==> src/rtl/mod_exp_ctrl_pkg.sv <==
// Shared types and constants for the Montgomery-domain modular exponentiation controller.
package mod_exp_ctrl_pkg;

  localparam int DEFAULT_WIDTH = 32;

  // Minimum number of cycles from a multiplier mm_end to the next mm_start.
  localparam int MM_GAP = 2;
  localparam int GAP_W  = 2;

  typedef enum logic [2:0] {
    ST_IDLE,
    ST_BM,
    ST_XM,
    ST_SQ,
    ST_MUL,
    ST_OUT,
    ST_DONE
  } state_t;

  typedef enum logic {
    PH_ISSUE,
    PH_WAIT
  } phase_t;

endpackage

==> src/rtl/mod_exp_ctrl_idx.sv <==
// Exponent bit-index counter: loaded with len-1, stepped down once per scanned bit.
module mod_exp_ctrl_idx #(
  parameter int IDX_W = 5
) (
  input  logic             clk,
  input  logic             rstn,
  input  logic             load,
  input  logic [IDX_W-1:0] load_val,
  input  logic             dec,
  output logic [IDX_W-1:0] idx,
  output logic             zero
);

  always_ff @(posedge clk or negedge rstn) begin
    if (!rstn) begin
      idx <= '0;
    end else if (load) begin
      idx <= load_val;
    end else if (dec) begin
      idx <= idx - IDX_W'(1);
    end
  end

  assign zero = (idx == '0);

endmodule

==> src/rtl/mod_exp_ctrl.sv <==
// Left-to-right square-and-multiply controller driving an external Montgomery multiplier.
// Every exponent bit below len is scanned, so the squaring count is fixed for a given len.
module mod_exp_ctrl
  import mod_exp_ctrl_pkg::*;
#(
  parameter int WIDTH = DEFAULT_WIDTH
) (
  input  logic             clk,
  input  logic             rstn,
  input  logic             start,
  input  logic [7:0]       len,
  input  logic [WIDTH-1:0] base,
  input  logic [WIDTH-1:0] exponent,
  input  logic [WIDTH-1:0] modulus,
  input  logic [WIDTH-1:0] r2_mod,
  output logic             busy,
  output logic             done,
  output logic [WIDTH-1:0] result,
  output logic             mm_start,
  output logic [7:0]       mm_len,
  output logic [WIDTH-1:0] mm_a,
  output logic [WIDTH-1:0] mm_b,
  output logic [WIDTH-1:0] mm_n,
  input  logic             mm_end,
  input  logic [WIDTH-1:0] mm_result
);

  localparam int IDX_W = (WIDTH > 1) ? $clog2(WIDTH) : 1;
  localparam logic [WIDTH-1:0] ONE = WIDTH'(1);
  // mm_start is registered and the WAIT->ISSUE step costs a cycle, which together cover two cycles of gap.
  localparam logic [GAP_W-1:0] GAP_RELOAD = GAP_W'(MM_GAP - 2);

  state_t state, state_next;
  phase_t phase, phase_next;
  logic [GAP_W-1:0] gap, gap_next;

  logic [WIDTH-1:0] base_q, exp_q, r2_q;
  logic [WIDTH-1:0] bm, x;
  logic [WIDTH-1:0] op_a, op_b;

  logic accept, fire, capture;
  logic idx_load, idx_dec, idx_zero;
  logic [IDX_W-1:0] idx;

  mod_exp_ctrl_idx #(
    .IDX_W(IDX_W)
  ) u_idx (
    .clk     (clk),
    .rstn    (rstn),
    .load    (idx_load),
    .load_val(IDX_W'(mm_len - 8'd1)),
    .dec     (idx_dec),
    .idx     (idx),
    .zero    (idx_zero)
  );

  always_ff @(posedge clk or negedge rstn) begin
    if (!rstn) begin
      state <= ST_IDLE;
      phase <= PH_ISSUE;
      gap   <= '0;
    end else begin
      state <= state_next;
      phase <= phase_next;
      gap   <= gap_next;
    end
  end

  always_comb begin
    state_next = state;
    phase_next = phase;
    gap_next   = gap;
    accept     = 1'b0;
    fire       = 1'b0;
    capture    = 1'b0;
    idx_load   = 1'b0;
    idx_dec    = 1'b0;

    case (state)
      ST_IDLE: begin
        if (start) begin
          accept     = 1'b1;
          state_next = ST_BM;
          phase_next = PH_ISSUE;
          gap_next   = '0;
        end
      end
      ST_DONE: begin
        state_next = ST_IDLE;
      end
      default: begin
        if (phase == PH_ISSUE) begin
          if (gap != '0) begin
            gap_next = gap - GAP_W'(1);
          end else begin
            fire       = 1'b1;
            phase_next = PH_WAIT;
          end
        end else if (mm_end) begin
          capture    = 1'b1;
          phase_next = PH_ISSUE;
          gap_next   = GAP_RELOAD;
          // SQ and MUL fold in the zero-cycle NEXT decision.
          case (state)
            ST_BM:  state_next = ST_XM;
            ST_XM: begin
              state_next = ST_SQ;
              idx_load   = 1'b1;
            end
            ST_SQ: begin
              if (exp_q[idx]) begin
                state_next = ST_MUL;
              end else if (idx_zero) begin
                state_next = ST_OUT;
              end else begin
                idx_dec    = 1'b1;
                state_next = ST_SQ;
              end
            end
            ST_MUL: begin
              if (idx_zero) begin
                state_next = ST_OUT;
              end else begin
                idx_dec    = 1'b1;
                state_next = ST_SQ;
              end
            end
            ST_OUT:  state_next = ST_DONE;
            default: state_next = ST_IDLE;
          endcase
        end
      end
    endcase
  end

  always_comb begin
    op_a = '0;
    op_b = '0;
    case (state)
      ST_BM: begin
        op_a = base_q;
        op_b = r2_q;
      end
      ST_XM: begin
        op_a = ONE;
        op_b = r2_q;
      end
      ST_SQ: begin
        op_a = x;
        op_b = x;
      end
      ST_MUL: begin
        op_a = x;
        op_b = bm;
      end
      ST_OUT: begin
        op_a = x;
        op_b = ONE;
      end
      default: begin
        op_a = '0;
        op_b = '0;
      end
    endcase
  end

  // Operands are registered on issue so they stay frozen until the product returns.
  always_ff @(posedge clk or negedge rstn) begin
    if (!rstn) begin
      mm_start <= 1'b0;
      mm_a     <= '0;
      mm_b     <= '0;
      mm_n     <= '0;
      mm_len   <= '0;
      base_q   <= '0;
      exp_q    <= '0;
      r2_q     <= '0;
      bm       <= '0;
      x        <= '0;
      result   <= '0;
    end else begin
      mm_start <= fire;
      if (accept) begin
        mm_len <= len;
        mm_n   <= modulus;
        base_q <= base;
        exp_q  <= exponent;
        r2_q   <= r2_mod;
      end
      if (fire) begin
        mm_a <= op_a;
        mm_b <= op_b;
      end
      if (capture) begin
        case (state)
          ST_BM:   bm     <= mm_result;
          ST_OUT:  result <= mm_result;
          default: x      <= mm_result;
        endcase
      end
    end
  end

  assign busy = (state != ST_IDLE) && (state != ST_DONE);
  assign done = (state == ST_DONE);

endmodule

==> config.mk <==
export PLATFORM = sky130hd
export DESIGN_NAME = mod_exp_ctrl
export DESIGN_NICKNAME = d
export VERILOG_FILES = /design/src/rtl/mod_exp_ctrl_pkg.sv /design/src/rtl/mod_exp_ctrl_idx.sv /design/src/rtl/mod_exp_ctrl.sv
export SDC_FILE = /design/constraint.sdc
export NUM_CORES = 1
export LEC_CHECK = 0
export CAP_MARGIN = 15
export CELL_PAD_IN_SITES_DETAIL_PLACEMENT = 0
export CELL_PAD_IN_SITES_GLOBAL_PLACEMENT = 2
export CORE_UTILIZATION = 25
export DETAILED_ROUTE_END_ITERATION = 10
export HOLD_SLACK_MARGIN = 0.05
export PLACE_DENSITY = 0.69
export SETUP_SLACK_MARGIN = 0.1
export SLEW_MARGIN = 20
export SYNTH_ARGS = -nofsm -noshare
export SYNTH_HDL_FRONTEND = slang
export SYNTH_SLANG_ARGS = --single-unit
==> constraint.sdc <==
create_clock -name clk -period 6.6 [get_ports clk]
set_input_delay 1.32 -clock clk [delete_from_list [all_inputs] [get_ports clk]]
set_output_delay 1.32 -clock clk [all_outputs]
set_load 0.01 [all_outputs]
# Word-level counts from Yosys, hierarchy flattened
# Cells that the tools add are included.
# totals
reg_bits,308
latch_bits,0
mem_bits_rw,0
romBits,0
inputBits,172
out_inout_bits,139
elab_cells,89
mem_count,0
# classes
addsub,3
n_mul,0
div,0
order_cmp,1
eq_ne,9
shifts,0
muxes,40
n_bitwise,2
reduce_logical,19
# op_table
op,n
32-bit case mux with 4 select lines,1
32-bit case mux with 3 select lines,1
1-bit 2-to-1 mux,21
3-bit 2-to-1 mux,5
3-bit case mux with 5 select lines,1
3-bit nonzero test,4
5-bit 2-to-1 mux,2
5-bit by 1-bit subtractor with 5-bit output (second input constant),2
3-bit equality test (second input constant),3
2-bit 2-to-1 mux,4
2-bit AND reduction,4
3-bit by 2-bit equality test with 1-bit output (second input constant),2
5-bit by 6-bit < comparator with 1-bit output (second input constant),1
3-bit case mux with 2 select lines,1
2-bit OR reduction,3
1-bit binary-select mux with 5-bit select,1
5-bit logical NOT,1
1-bit case mux with 2 select lines,2
2-bit case mux with 2 select lines,1
4-bit AND reduction,1
2-bit nonzero test,2
3-bit by 1-bit equality test with 1-bit output (second input constant),1
3-bit logical NOT,1
3-bit by 2-bit != test with 1-bit output (second input constant),1
other kinds (7),8

# Logic depth before layout (Yosys ltp)
# Gate-level depths: netlist of the first run.
# depth
ltp_word,9
depth_mapped,11
mapped_depth_nobuf,9

# By module
# A second synthesis of the first run with hierarchy kept.
# unflattened
cells_unflattened,1065
hier_area_um2,13191.4
# by_module_without_submodules
mod,instances,cells_per_inst,area_each_um2,seq_area_each_um2
mod_exp_ctrl,1,1037,12903.6,7582.3
mod_exp_ctrl_idx,1,28,287.8,125.1

# Worst setup path after synthesis of the first run
# OpenSTA, ideal clock, no wires.
# synth_path
kind,input -> register
startpoint,input mm_end
endpoint,register u_idx.idx[4]
setup_time_ns,0.065
arrival_ns,2.813
required_ns,6.535
setup_slack_ns,3.722
stages,8
n_path_buf,0
path_cell_list,nand3b_1 > nor2_2 > mux2i_1 > ha_1 > a21boi_4 > a31oi_1 > o22ai_1 > o211a_1
# synth_between
elab_chain_cells,4
elab_cells_between_ends,8
cone_classes,7 x mux; 1 x reduce/logical
# synth_rtl
item,line_no,rtl
"start, declared",mod_exp_ctrl.sv:24,"input logic mm_end,"
1-bit 2-to-1 mux,mod_exp_ctrl.sv:99,end else if (mm_end) begin
1-bit 2-to-1 mux,mod_exp_ctrl.sv:92,if (phase == PH_ISSUE) begin
1-bit 2-to-1 mux,mod_exp_ctrl.sv:79,case (state)
5-bit 2-to-1 mux or 2-bit nonzero test (tied branches),--,
"end signal, assigned",mod_exp_ctrl_idx.sv:18,idx <= load_val;
"end signal, assigned",mod_exp_ctrl_idx.sv:20,idx <= idx - IDX_W'(1);
"end, declared",mod_exp_ctrl_idx.sv:10,"output logic [IDX_W-1:0] idx,"
# Several ways; a longest one is shown, not always the timed one.
# A chain may end at the register's enable or synchronous reset.

# Worst setup path in the final report of the first run
# layout_path
startpoint,register state[0]
endpoint,output busy
# layout_between
elab_chain_cells,2
elab_cells_between_ends,3
cone_classes,1 x eq/ne; 2 x reduce/logical
# layout_rtl
item,line_no,rtl
"start, declared",mod_exp_ctrl.sv:33,"state_t state, state_next;"
"start signal, assigned",mod_exp_ctrl.sv:63,state <= state_next;
3-bit != test or 3-bit nonzero test (tied branches),mod_exp_ctrl.sv:204,assign busy = (state != ST_IDLE) && (state != ST_DONE);
1-bit logical AND *,mod_exp_ctrl.sv:204,
"end, declared",mod_exp_ctrl.sv:16,"output logic busy,"
# Every way passes the cells marked *; elsewhere a longest branch is shown, timed or not.

==> results.md, run 1 <==
* Post-Layout Cell Count at between 2,000 and 2,500
* Maximum clock path buffer count at 3
* Largest family of logic cells by synthesized area: multiplexers
* Vias at 9,561
* DR pass1 iterations at 5
* FF-to-FF End: mm_a[26]
* Status: completed
* Worst setup SP type: register
* RSZ-0062 raised after global routing: no
* Crit share post-route at 63.8%
* Finished Core Util at around a third
* Adder-Cell Fraction of Synth Area at 0.187%
* Max VDD drop at around 0.17 mV
* Vias/cell at between 4 and 5
* Core region area at about 53,000 sq um
* Simple-gate share of the synthesized area at between 6 and 7%
* Ys flop type: dfrtp_1
* FMAX at around 240 MHz
* Complex-gate fraction of the synthesized area at under 10%
* Max FO, Critical Path at 37
* Iter 0 DRT Violations at 591
* Slew @ Worst Pin at 1.08 ns
* Min-Delay Path Class: register to register
* Gpl congestion at between 0.7 and 0.8
* Worst hold endpoint: mm_a[20]
* CTS tree: yes
* Worst path cell trace: inv_2 -> nand3_1 -> clkdlybuf4s50_1
* Met3 Use GR at 2.94%
* Final setup vio count at 0
* Leak at slightly below 8 nW
* Hold depth at 2
* Hold_buf cts at 0
* HP Start: mm_a[20]
* Max Slew Vio Count at 0
* CP top delay family: buffers and inverters
* Clk Latency, worst-skew pair at about 0.53 ns
* Nets at about 1,600
* Detailed placement HPWL at roughly 27,000 um
* Critical Path AT at 2.89 ns
* Tot GR Track Use at between 15 and 20%
* First-pass GRT wire length at roughly 64,000 um
* Die Footprint at between 50,000 and 60,000 sq um
* Global route overflow at 0
* Clock sinks at roughly 310
* Slowest cell on crit path: inv_2
* IO Count at between 300 and 400
* Overall routed net length at 41,600 um
* Most used routing layer: met2
* Cells after Synth at roughly 1,100
* Crit-path max cell delay at between 0.7 and 0.8 ns
* Floorplan row count at 84
* Pre-CTS setup slack at roughly 2.4 ns
* Die X at about 230 um
* Syn_area_per_cell at 12.3 sq um
* Net Count, Synth at around 1,300
* GRT met2 Usage at 24.9%
* IO buf count at between 300 and 400
* Clock slew at reported path FFs at ~0.060 ns
* Clock tree root buffer cell: clkbuf_16
* Placed Cells at approximately 2,000
* Pwr dens at approximately 470 nW/um^2
* CP endpoint kind: primary output
* # fillers at between 5,000 and 6,000
* Synth unique cells at 48
* Area Growth Syn to Fin at 37.4%
* Fin Clk Skew at between 0.007 and 0.008 ns
* Chip height at ~230 um
* Post-synth ARST share at 100%
* Worst R2R Setup Slack at roughly 2.5 ns
* Source of the critical timing path: state[0]
* Post-synthesis sequential area ratio at roughly 58%
* Synth Register Bits at 308
* Routed len/inst at a little under 20 um
* Final min period at approximately 4.2 ns
* Post-Synth XOR/XNOR Area at less than 1%
* Layout cell share with drive strength beyond 1 at a little under a quarter
* Post-CTS Setup Repair Bufs at 0
* Initial antenna violation count at 1
* CP Data Required Time at 5.28 ns
* YS warnings at 0
* Setup TNS at 0 ns
* PostCTS Resize Cnt at 0
* H-tree lvl count at 2
* CP Buf/Inv Count at 2
* Relative slew slack at roughly 28%
* R2R cell count at 7
* Setup CP Type: register to primary output
* Largest net degree at the start of global routing at approximately 130
* Vias in the first global route at around 10,000
* Max cap viols at 0
* Detail Route Antenna Nets at 0
* Final WS setup at around 2.4 ns
* Fin. Hold Viols at 0
* Post-Syn Area at around 13,000 sq um
* Mux cell area share after synthesis at a little under a quarter
* CTS buffer count at 39
* Hold_ws at roughly 0.48 ns
* Reg-to-reg startpoint: state[2]
* # DRC at 0
* EDFF count, synth at 0
* Initial Util at 25.4%
* Grt met1 use at 21.2%
## layout by cell type (no fill, tap or decap), types with 2 or more instances in the layout
cell | Yosys | layout
clkdlybuf4s50_1 | 0 | 309
dfrtp_1 | 308 | 306
mux2_2 | 231 | 231
nand2_1 | 83 | 82
a21oi_1 | 77 | 76
nor2_1 | 77 | 75
o21ai_0 | 74 | 74
mux2i_1 | 51 | 51
clkbuf_16 | 0 | 39
a22oi_1 | 37 | 37
buf_4 | 3 | 12
inv_1 | 8 | 8
clkbuf_1 | 31 | 8
clkbuf_8 | 0 | 7
nand3_1 | 8 | 6
nor3_1 | 8 | 6
a31oi_1 | 5 | 5
nand2b_1 | 4 | 4
nor2b_1 | 5 | 4
clkinv_2 | 0 | 4
mux2_1 | 3 | 3
o22ai_1 | 3 | 3
a221oi_1 | 3 | 3
nand3b_1 | 2 | 2
nor2_4 | 0 | 2
nor3_2 | 0 | 2
a21oi_4 | 1 | 2
or4_4 | 2 | 2
and2_1 | 3 | 2
o31a_1 | 2 | 2
a31o_1 | 2 | 2
xor2_1 | 2 | 2
xnor2_1 | 2 | 2
ha_1 | 2 | 2
clkinvlp_4 | 0 | 2
dfrtp_2 | 0 | 2
## cell usage after synthesis (3+ instances only)
master | number | area [sq um]
and2_1 | 3 | 18.8
nor3_1 | 8 | 40.0
nor2b_1 | 5 | 31.3
a21oi_1 | 77 | 385
o21ai_0 | 74 | 370
dfrtp_1 | 308 | 7710
buf_4 | 3 | 22.5
o22ai_1 | 3 | 18.8
a31oi_1 | 5 | 31.3
a221oi_1 | 3 | 26.3
mux2i_1 | 51 | 510
a22oi_1 | 37 | 278
buf_2 | 28 | 140
nand3_1 | 8 | 40.0
mux2_1 | 3 | 33.8
mux2_2 | 231 | 2600
nor2_1 | 77 | 289
buf_1 | 6 | 22.5
clkbuf_1 | 31 | 116
nand2_1 | 83 | 312
inv_1 | 8 | 30.0
nand2b_1 | 4 | 25.0
## how the worst max path moves through the flow
stage	to	slack [ns]	cells after the start
2_1_floorplan	u_idx.idx[4]	3.72	8
4_1_cts	busy	2.32	3
5_1_grt	mm_a[18]	2.02	7
6_report	busy	2.39	3
3_3_place_gp	mm_a[26]	2.50	7
3_5_place_dp	mm_b[19]	2.43	7
## cell type report
class | count | area (sq um) | share of cell area [%]
timing repair buffer | 323 | 3220 | 17.5
clock inverter | 8 | 73.8 | 0.402
multi-input combinational | 703 | 5380 | 29.3
sequential | 308 | 7710 | 42.0
clock buffer | 54 | 1100 | 6.00
tap | 688 | 861 | 4.68
inverter | 9 | 33.8 | 0.184
antenna | 1 | 2.50 | 0.0136
## power breakdown
part           switching, W  leakage (nW)  total [W]  internal (W)
logic               0.00161          3.42    0.00335       0.00174
registers          0.000603          3.86    0.00333       0.00273
clock network      0.000802         0.575    0.00200       0.00119
## registers in the layout, indices dropped and copies added (netlist names)
| name | count |
|---|---|
| base_q | 32 |
| bm | 32 |
| exp_q | 32 |
| mm_a | 32 |
| mm_b | 32 |
| mm_n | 32 |
| r2_q | 32 |
| result | 32 |
| x | 32 |
| mm_len | 8 |
| u_idx.idx | 5 |
| state | 3 |
| gap | 2 |
| mm_start | 1 |
| phase | 1 |
## per-stage QoR
stage | area (sq um) | total power, W
after global routing | 18400 | 0.00933
final | 18400 | 0.00868
after CTS | 18400 | 0.00885
after global placement | 17200 | 0.00671
after floorplan | 13400 | 0.00524
after detailed placement | 17200 | 0.00678
## cells by family after synthesis
logic type               after synthesis
buffers and inverters                 79
AO/OA/AOI/OAI                        215
multiplexers                         285
AND/OR/NAND/NOR                      197
flip-flops                           308
XOR/XNOR                               4
adder cells (fa/ha/maj)                2
## tightest hold or removal path, stage by stage (launching register included)
cell     delay, ns
dfrtp_1       0.34
nand2_1       0.04
o21ai_0       0.06
## layer usage
| metal | share of wire, % | up-vias | wire, um |
|---|---|---|---|
| met1 | 46 | 4828 | 19000 |
| met4 | 2.0 | 0 | 832 |
| met3 | 4.7 | 51 | 1950 |
| li1 | - | 4466 | - |
| met2 | 47 | 216 | 19700 |
| met5 | 0 | - | 0 |
No activity file was read; power rests on OpenSTA's default activity.
==> inputs of run 2 (changes only) <==
- clock period: 6.6 -> 4.25 ns (I/O delays scaled with it)
==> results.md, run 2 (synthesized netlist as in run 1, its figures left out) <==
* Status: completed
* Initial antenna violation count at 1 (unchanged)
* Clock sinks at 308 (unchanged)
* Post-CTS Setup Repair Bufs at 0 (unchanged)
* Detail Route Antenna Nets at 0 (unchanged)
* # DRC at 0 (unchanged)
* Final setup vio count at 0 (unchanged)
* Max FO, Critical Path at 24 (-35%)
* Fin. Hold Viols at 0 (unchanged)
* Pre-CTS setup slack at 1.00 ns (-1.42 ns)
* DR pass1 iterations at 5 (unchanged)
* CP top delay family: buffers and inverters
* Flop pwr share at 37.5% (-0.9 points)
* Fin Clk Skew at 0.0115 ns (+0.00382 ns)
* Overall routed net length at 42,700 um (+2.6%)
* Tot GR Track Use at 15.7% (+0.22 points)
* Gpl congestion at 0.764 (+1.5%)
* CTS buffer count at 39 (unchanged)
* Commonest non-fill, non-tap cell in the layout: clkdlybuf4s50_1
* Global route overflow at 0 (unchanged)
* Final min period at approximately 3.4 ns
* CP Data Required Time at 3.40 ns (-1.88 ns)
* Layout cell share with drive strength beyond 1 at 23.6% (+0.76 points)
* RSZ-0062 raised after global routing: no
* Crit share post-route at between 70% and 80%
* Floorplan row count at 84 (unchanged)
* Area Growth Syn to Fin at 38.9%
* First-pass GRT wire length at 64,700 um (+1.4%)
* Min-Delay Path Class: primary input to asynchronous set/reset pin
* Pwr dens at 739 nW/um^2 (+56%)
* Initial Util at 25.4% (unchanged)
* Setup CP Type: register to primary output
* Crit-path max cell delay at 0.57 ns (-0.21 ns)
* IO Count at 311 (unchanged)
* Maximum clock path buffer count at 3 (unchanged)
* Final WS setup at 0.886 ns (-1.50 ns)
* Setup TNS at 0 ns (unchanged)
* Nets at 1,565 (+0.45%)
* Vias in the first global route at 10,257 (+2.8%)
* PostCTS Resize Cnt at 0 (unchanged)
* Worst setup SP type: register
* Routed len/inst at 20.2 um (+2.0%)
* Max cap viols at 0 (unchanged)
* CP Buf/Inv Count at 2 (unchanged)
* Vias/cell at 4.61 (+0.99%)
* Critical Path AT at 2.51 ns (-0.38 ns)
* Slew @ Worst Pin at 0.951 ns (-0.124 ns)
* Largest net degree at the start of global routing at 92 (-26%)
* Clk Latency, worst-skew pair at 0.54 ns (about the same)
* Chip height at 233 um (unchanged)
* IO buf count at 310 (unchanged)
* FMAX at just under 300 MHz
* Iter 0 DRT Violations at 409 (-31%)
* Comb pwr share at 38.7% (about the same)
* Leak at 7.95 nW (+1.2%)
* Slowest cell on crit path: clkdlybuf4s50_1
* Vias at 9,716 (+1.6%)
* Clock power share at 23.7% (+0.7 points)
* Clock tree root buffer cell: clkbuf_16
* Worst R2R Setup Slack at 1.42 ns (-1.07 ns)
* CP endpoint kind: primary output
* Die Footprint at 54,400 sq um (unchanged)
* Hold_buf cts at 0 (unchanged)
* Core region area at 52,700 sq um (unchanged)
* Max Slew Vio Count at 0 (unchanged)
* Worst path cell trace: buf_4 -> nand2b_1 -> nand3_1 -> clkdlybuf4s50_1
* Relative slew slack at 36.3% (+8.2 points)
* Clock slew at reported path FFs at 0.06 ns (about the same)
* Pint at 0.00895 W (+58%)
* Most frequent cells in the layout: clkdlybuf4s50_1 (309), dfrtp_1 (306), mux2_2 (231)
* Switching share of power at 34.8% (about the same)
* Sw power at 0.00477 W (+58%)
* Inserted Diodes at 0 (-1)
* Die X at 233 um (unchanged)
* H-tree lvl count at 2 (unchanged)
* CTS tree: yes
* Max VDD drop at 0.324 mV (+91%)
* Detailed placement HPWL at 27,500 um (+1.4%)
[run 2: cell count changes in the layout (fill, tap and decap cells not counted)]
cell       delta
clkbuf_8      +2
bufinv_16     +1
inv_6         +1
clkinv_4      +1
clkinv_2      +2
diode_2       -1
buf_4         +2
buf_12        +5
[run 2: final cells by class]
type,instances,area (sq um)
multi-input combinational,703,5380
clock buffer,56,1130
fill,5194,34100
timing repair buffer,330,3330
clock inverter,13,131
tap,688,861
sequential,308,7710
inverter,9,33.8
[run 2: metrics by stage]
step | total power (W) | area [sq um] | hold slack, ns | instances | util, %
finish | 0.0137 | 18600 | 0.281 | 2107 | 35.3
global route | 0.0147 | 18600 | 0.338 | 2107 | 35.3
CTS | 0.0140 | 18600 | 0.357 | 2107 | 35.3
detailed placement | 0.0106 | 17300 | 0.470 | 2038 | 32.9
global placement | 0.0105 | 17300 | 0.465 | 2038 | 32.9
floorplan | 0.00813 | 13400 | 0.458 | 1090 | -
[run 2: layer usage]
metal	up-vias	GRT usage [%]	routed length (um)
met5	-	0	11
met4	2	4.80	787
met3	47	3.19	2130
met2	219	26.4	21000
met1	4965	20.1	18700
li1	4483	-	-
[run 2: final timing paths]
| path | startpoint | end | depth (start not counted) |
|---|---|---|---|
| worst max-delay path | state[1] | busy | 4 |
| worst min-delay path | rstn | mm_n[23] | 1 |
| worst max register to register | state[1] | mm_a[20] | 6 |
| worst min register to register | mm_b[13] | mm_b[13] | 2 |
| max in group asynchronous | rstn | r2_q[3] | 3 |
| min in group clk | mm_b[13] | mm_b[13] | 2 |
[run 2: power groups by stage]
stage	registers, W	logic (W)	clock network [W]
floorplan	0.00510	0.00303	0
global placement	0.00517	0.00534	0
detailed placement	0.00521	0.00540	0
CTS	0.00517	0.00542	0.00340
global route	0.00535	0.00584	0.00351
finish	0.00515	0.00532	0.00326
==> inputs of run 3 (changes only) <==
- PLACE_DENSITY: 0.69 -> 0.71
- clock period: 4.25 -> 2.7 ns (I/O delays scaled with it)
==> results.md, run 3 (synthesized netlist as in run 1, its figures left out) <==
* Detailed placement HPWL at 28,600 um (+4.0%)
* Vias at 9,778 (+0.64%)
* Max cap viols at 0 (unchanged)
* Overall routed net length at 42,600 um (about the same)
* Min-Delay Path Class: register to register
* Pwr dens at 1160 nW/um^2 (+57%)
* Detail Route Antenna Nets at 0 (unchanged)
* Fin Clk Skew at 0.00917 ns (-0.00231 ns)
* Most frequent cells in the layout: clkdlybuf4s50_1 (307), dfrtp_1 (306), mux2_2 (231)
* FMAX at ~420 MHz
* Fin. Hold Viols at 0 (unchanged)
* CTS buffer count at 39 (unchanged)
* Chip height at 233 um (unchanged)
* Die Footprint at 54,400 sq um (unchanged)
* CP endpoint kind: primary output
* Source of the critical timing path: state[1]
* Clock slew at reported path FFs at 0.06 ns (about the same)
* Final setup vio count at 0 (unchanged)
* Critical Path AT at 1.82 ns (-0.69 ns)
* Critical Path End: busy
* Clock tree root buffer cell: clkbuf_16
* RSZ-0062 raised after global routing: no
* First-pass GRT wire length at 64,800 um (+0.16%)
* Routed len/inst at 20.0 um (-1.1%)
* IO Count at 311 (unchanged)
* Leak at 8.11 nW (+1.9%)
* Pre-CTS setup slack at 0.240 ns (-0.762 ns)
* Floorplan row count at 84 (unchanged)
* Vias in the first global route at 10,359 (+0.99%)
* Relative slew slack at 67.7% (+31 points)
* Core region area at 52,700 sq um (unchanged)
* Initial Util at 25.4% (unchanged)
* Setup TNS at 0 ns (unchanged)
* Die X at 233 um (unchanged)
* Post-Layout Cell Count at 2,130 (+1.1%)
* Gpl congestion at 0.769 (+0.71%)
* FF-to-FF End: x[15]
* H-tree lvl count at 2 (unchanged)
* Global route overflow at 0 (unchanged)
* CTS tree: yes
* Iter 0 DRT Violations at 511 (+25%)
* # DRC at 0 (unchanged)
* Inserted Diodes at 0 (unchanged)
* Tot GR Track Use at 15.8% (+0.035 points)
* Setup CP Type: register to primary output
* HP Start: mm_a[20]
* Largest net degree at the start of global routing at 66 (-28%)
* Max FO, Critical Path at 14 (-42%)
* Clock sinks at 308 (unchanged)
* Worst R2R Setup Slack at 0.49 ns (-0.93 ns)
* DR pass1 iterations at 4 (-1)
* Max VDD drop at 0.440 mV (+36%)
* CP Data Required Time at 2.16 ns (-1.24 ns)
* Initial antenna violation count at 1 (unchanged)
* Crit share post-route at between 80 and 90%
* Final WS setup at 0.338 ns (-0.548 ns)
* IO buf count at 310 (unchanged)
* Final min period at roughly 2.4 ns
* Vias/cell at 4.59 (-0.45%)
* Layout cell share with drive strength beyond 1 at 24.8% (+1.2 points)
* R2R cell count at 6 (unchanged)
* Worst setup SP type: register
* Area Growth Syn to Fin at 41.1%
* Maximum clock path buffer count at 3 (unchanged)
* Clk Latency, worst-skew pair at 0.54 ns (about the same)
* Max Slew Vio Count at 0 (unchanged)
* Reg-to-reg startpoint: state[2]
* Slew @ Worst Pin at 0.483 ns (-0.469 ns)
* Nets at 1,588 (+1.5%)
* Status: completed
* Commonest non-fill, non-tap cell in the layout: clkdlybuf4s50_1
* Placed Cells at 2,060 (+1.1%)
[run 3: critical path: stages (launching register included)]
cell,delay (ns)
dfrtp_4,0.55
nand2b_2,0.27
nand3_2,0.14
dlygate4sd2_1,0.31
[run 3: power breakdown]
part | internal, W | switching, W | total (W) | leakage [nW]
sequential | 0.00668 | 0.00138 | 0.00806 | 3.86
clock | 0.00315 | 0.00205 | 0.00520 | 0.619
combinational | 0.00454 | 0.00416 | 0.00870 | 3.63
[run 3: area by class of cell]
| class | count | area [sq um] |
|---|---|---|
| Clock buffer | 59 | 1160 |
| Timing Repair Buffer | 353 | 3610 |
| Tap cell | 688 | 861 |
| Fill cell | 5210 | 33800 |
| Sequential cell | 308 | 7710 |
| Inverter | 9 | 33.8 |
| Multi-Input combinational cell | 703 | 5390 |
| Clock inverter | 10 | 111 |
[run 3: metrics by stage]
stage          instance area, sq um  power (W)  hold slack (ns)  util [%]
2_1_floorplan                 13400     0.0128            0.244         -
5_1_grt                       18900     0.0234            0.505      35.8
4_1_cts                       18900     0.0223            0.486      35.8
3_5_place_dp                  17600     0.0170            0.471      33.4
3_3_place_gp                  17600     0.0168            0.466      33.4
6_report                      18900     0.0220            0.482      35.8
[run 3: what timing repair did]
item | in CTS | in global routing
hold buffers | 1 | 0
hold endpoints to repair | 33 | 0
buffers inserted | 0 | 0
gates resized for setup | 4 | 0
setup endpoints to repair | 2 | 0
[run 3: worst min-delay path by stage]
stage,to,depth (start not counted)
after floorplan,base_q[0],0
after global placement,mm_a[23],2
after detailed placement,mm_b[20],2
after CTS,mm_b[13],2
after global routing,mm_b[13],2
final,mm_a[20],2
[run 3: routing by layer]
| metal | wire, um | global-route usage, % | vias up |
|---|---|---|---|
| li1 | - | - | 4533 |
| met1 | 19000 | 20.7 | 4987 |
| met2 | 20800 | 26.1 | 198 |
| met3 | 1950 | 3.11 | 58 |
| met4 | 843 | 4.53 | 2 |
| met5 | 13 | 0 | - |
